===== src/rtl/b_fad_pkg.sv =====
// Shared widths and the combined carry/sum type for the registered 4-bit adder.
package b_fad_pkg;

    localparam int unsigned WIDTH_DEFAULT = 4;

    typedef logic [WIDTH_DEFAULT:0] sum_t;

endpackage


===== src/rtl/b_fad_full_adder_bit.sv =====
// One-bit combinational full adder cell for the ripple chain.
module full_adder_bit (
    input  logic a,
    input  logic x,
    input  logic ci,
    output logic s,
    output logic co
);

    assign s  = a ^ x ^ ci;
    assign co = (a & x) | (a & ci) | (x & ci);

endmodule


===== src/rtl/b_fad.sv =====
// Registered ripple-carry adder: {z, y} = a + x + c, presented one clock after in_valid.
module b_fad
    import b_fad_pkg::*;
#(
    parameter int unsigned WIDTH = WIDTH_DEFAULT
) (
    input  logic             clk,
    input  logic             rst_n,
    input  logic             in_valid,
    input  logic [WIDTH-1:0] a,
    input  logic [WIDTH-1:0] x,
    input  logic             c,
    output logic             out_valid,
    output logic [WIDTH-1:0] y,
    output logic             z
);

    logic [WIDTH:0]   carry;
    logic [WIDTH-1:0] sum;

    assign carry[0] = c;

    // Carry ripples from bit 0 upward; the top carry becomes z.
    for (genvar i = 0; i < WIDTH; i++) begin : g_cell
        full_adder_bit u_fa (
            .a  (a[i]),
            .x  (x[i]),
            .ci (carry[i]),
            .s  (sum[i]),
            .co (carry[i+1])
        );
    end

    always_ff @(posedge clk or negedge rst_n) begin
        if (!rst_n) begin
            out_valid <= 1'b0;
            y         <= '0;
            z         <= 1'b0;
        end else begin
            out_valid <= in_valid;
            if (in_valid) begin
                y <= sum;
                z <= carry[WIDTH];
            end
        end
    end

endmodule


===== config.mk =====
export PLATFORM = sky130hd
export DESIGN_NAME = b_fad
export DESIGN_NICKNAME = d
export VERILOG_FILES = /design/src/rtl/b_fad_pkg.sv /design/src/rtl/b_fad_full_adder_bit.sv /design/src/rtl/b_fad.sv
export SDC_FILE = /design/constraint.sdc
export NUM_CORES = 1
export LEC_CHECK = 0
export CORE_AREA = 2 2 39 41
export CTS_CLUSTER_DIAMETER = 120
export DETAILED_ROUTE_END_ITERATION = 16
export DIE_AREA = 0 0 41 43
export SLEW_MARGIN = 20
export SYNTH_ARGS = -nofsm -noshare
export SYNTH_HDL_FRONTEND = slang
export SYNTH_HIERARCHICAL = 1
export SYNTH_SLANG_ARGS = --single-unit

===== constraint.sdc =====
create_clock -name clk -period 1 [get_ports clk]
set_input_delay 0.2 -clock clk [delete_from_list [all_inputs] [get_ports clk]]
set_output_delay 0.2 -clock clk [all_outputs]
set_load 0.005 [all_outputs]

==> out/summary.md <==
- 218 — total number of vias
- 0 — Post-DRT Antenna Nets
- 1130 ps — endpoint required time on the critical path
- 19.1 um^2 — synthesized area per cell
- 234 um — routed metal-1 wire length
- 0.00138 mm^2 — placeable core area
- 6 — Seq cells post-synth
- 240 ps — worst skew pair latency
- 247 — vias in the first global route
- 0 — Residual DRC
- 61.1% — fraction of layout instances using a drive strength above 1
- 487 um^2 — total cell area at the placement stage
- 0 — GR Overflow Total
- 312 um — routed length on met2
- 14 — site row count
- 532 um — half-perimeter wire length of the detailed placement result
- 8.83% — Tot GR Track Use
- 0.744 mW — power consumption
- 516 MHz — maximum clock frequency
- 7 — pin count of the biggest net entering global routing
- 0 — number of max-cap violations
- 18 — I/O pins
- 71.6% — area growth from synthesis to layout
- 6 — total clock sinks
- 0 — number of design-rule violations left by the first detailed-router iteration
- 134 um — Met3 Routed Length
- 492 um^2 — design area
- 0 — initial antenna violation count
- 77.7% — max-slew headroom at the worst pin
- done — clock tree from TritonCTS
- 40 ps — Clock transition at path regs
- met3 — top layer reached by signal wires
- 0.000915 V — maximum ir drop on the vdd rail
- 0.222 nW — reported leakage power
- sky130_fd_sc_hd__buf_2 (6), sky130_fd_sc_hd__dfrtp_1 (6), sky130_fd_sc_hd__clkdlybuf4s50_1 (5) — commonest cells after routing, fill and taps aside
- 287 um^2 — area of the mapped netlist
- 0 — number of antenna diodes
- negative setup slack — violated checks
- 2060 ps — critical path data arrival time
- 952 um — first-pass GRT wire length
- 43 um — Die Y
- 6 — Warnings, synthesis
- 17 — Buffers on Ports
- 1 — TritonRoute pass-1 iters
- flop — Worst setup EP type
- finished with violations — run status
- -936 ps — final worst setup slack
- 3 — Inserted Clock Buffers
- 15 — cell count after synthesis
- -1570 ps — pre-CTS setup slack
- 681 um — Final Routed Wirelength
- 0 ps — Setup Skew
- -2660 ps — Setup TNS
- 1510 mW/mm^2 — power density over cell area
- 52 — post-route insts no fill
- 3 — number of library cell types mapped by synthesis
- true — RSZ-0062 raised after global routing
- 1 — total number of H-tree levels
- 0 — hold violation count in the final report
- in -> async — worst hold path class
- 52.4% — fraction of the yosys area taken by sequential cells
- 0.00176 mm^2 — die footprint
- primary input — category of the worst setup path launch point
- 2 — maximum clock insertion buffer count
- 41 um — horizontal die dimension
- y[2]$_DFFE_PN0P_ — Reg2Reg Launch Point
- 13.1 um — per-cell routed wire length
- 31 — syn_nets
- 4 — number of setup violations in the final report
- in -> reg — kind of critical path
- 4.19 — via-per-instance ratio
- 0 — number of max-slew violations in the final report
- 20.7% — initial core utilization
- 48 — Cells after DPL
- sky130_fd_sc_hd__clkbuf_4 — master cell of the clock root buffer
- a[0] — Crit. Startpoint
- 54 — number of nets in the finished design
- 194% — final period utilization
- 335 ps — transition time at the pin with the least slew margin
- 1 — crit path max fanout
- 1940 ps — final critical delay including setup and external delays
- 0.667 — final weighted congestion of routability-driven global placement
## worst max-delay path, stage by stage
cell	delay, ps
sky130_fd_sc_hd__buf_6	90
sky130_fd_sc_hd__fa_2	380
sky130_fd_sc_hd__fa_2	370
sky130_fd_sc_hd__fa_2	350
sky130_fd_sc_hd__fa_2	410
sky130_fd_sc_hd__mux2_4	260
## cell usage after synthesis (all sizes together)
cell type  number  area [um^2]
dfrtp           6          150
mux2            5         56.3
fa              4         80.1
## path summary, 6_finish.rpt
check                                      end  slack (ps)  cells after the start
hold / removal                y[2]$_DFFE_PN0P_         200                      1
setup reg to reg              y[2]$_DFFE_PN0P_         140                      2
hold reg to reg               y[1]$_DFFE_PN0P_         500                      1
max in group asynchronous  out_valid$_DFF_PN0_         590                      1
min in group clk              y[0]$_DFFE_PN0P_         390                      3
setup / recovery              y[3]$_DFFE_PN0P_        -940                      6
## power breakdown
| group | switching (mW) | total, mW | internal, mW | leakage (nW) |
|---|---|---|---|---|
| logic | 0.0755 | 0.217 | 0.142 | 0.139 |
| clock network | 0.0820 | 0.217 | 0.135 | 0.0138 |
| registers | 0.0209 | 0.310 | 0.289 | 0.0701 |
| total | 0.178 | 0.744 | 0.566 | 0.222 |
## flip-flops by register name (all words and copies together), names as in the netlist
name       flops
y              4
z              1
out_valid      1
## cell families after synthesis
family	synth area share, %
muxes	19.6
adders and majority gates	27.9
DFF	52.4
## per-layer routing
layer,up-vias,track usage [%]
li1,93,-
met1,106,7.33
met2,19,14.1
met3,0,8.90
met4,0,2.00
met5,-,0
## per-stage QoR
step                hold WS (ps)  util, %
floorplan                  -95.6        -
global placement             451     35.2
detailed placement           456     35.2
CTS                          193     34.9
global route                 209     35.5
finish                       199     35.5
## what timing repair did
item | in CTS | in global routing
endpoints found under the setup margin | 11 | 5
pin swaps | 4 | 4
resized for setup | 39 | 4
gates cloned | 0 | 0
hold buffers | 0 | 0
setup buffers | 1 | 0
## area by class of cell
type / count / area (um^2)
flip-flops and latches: 6 / 150
clock buffers: 3 / 22.5
fillers: 139 / 892
repair buffers: 18 / 141
multi-input cells: 9 / 158
well taps: 16 / 20.0
No activity file was read; power rests on OpenSTA's default activity.
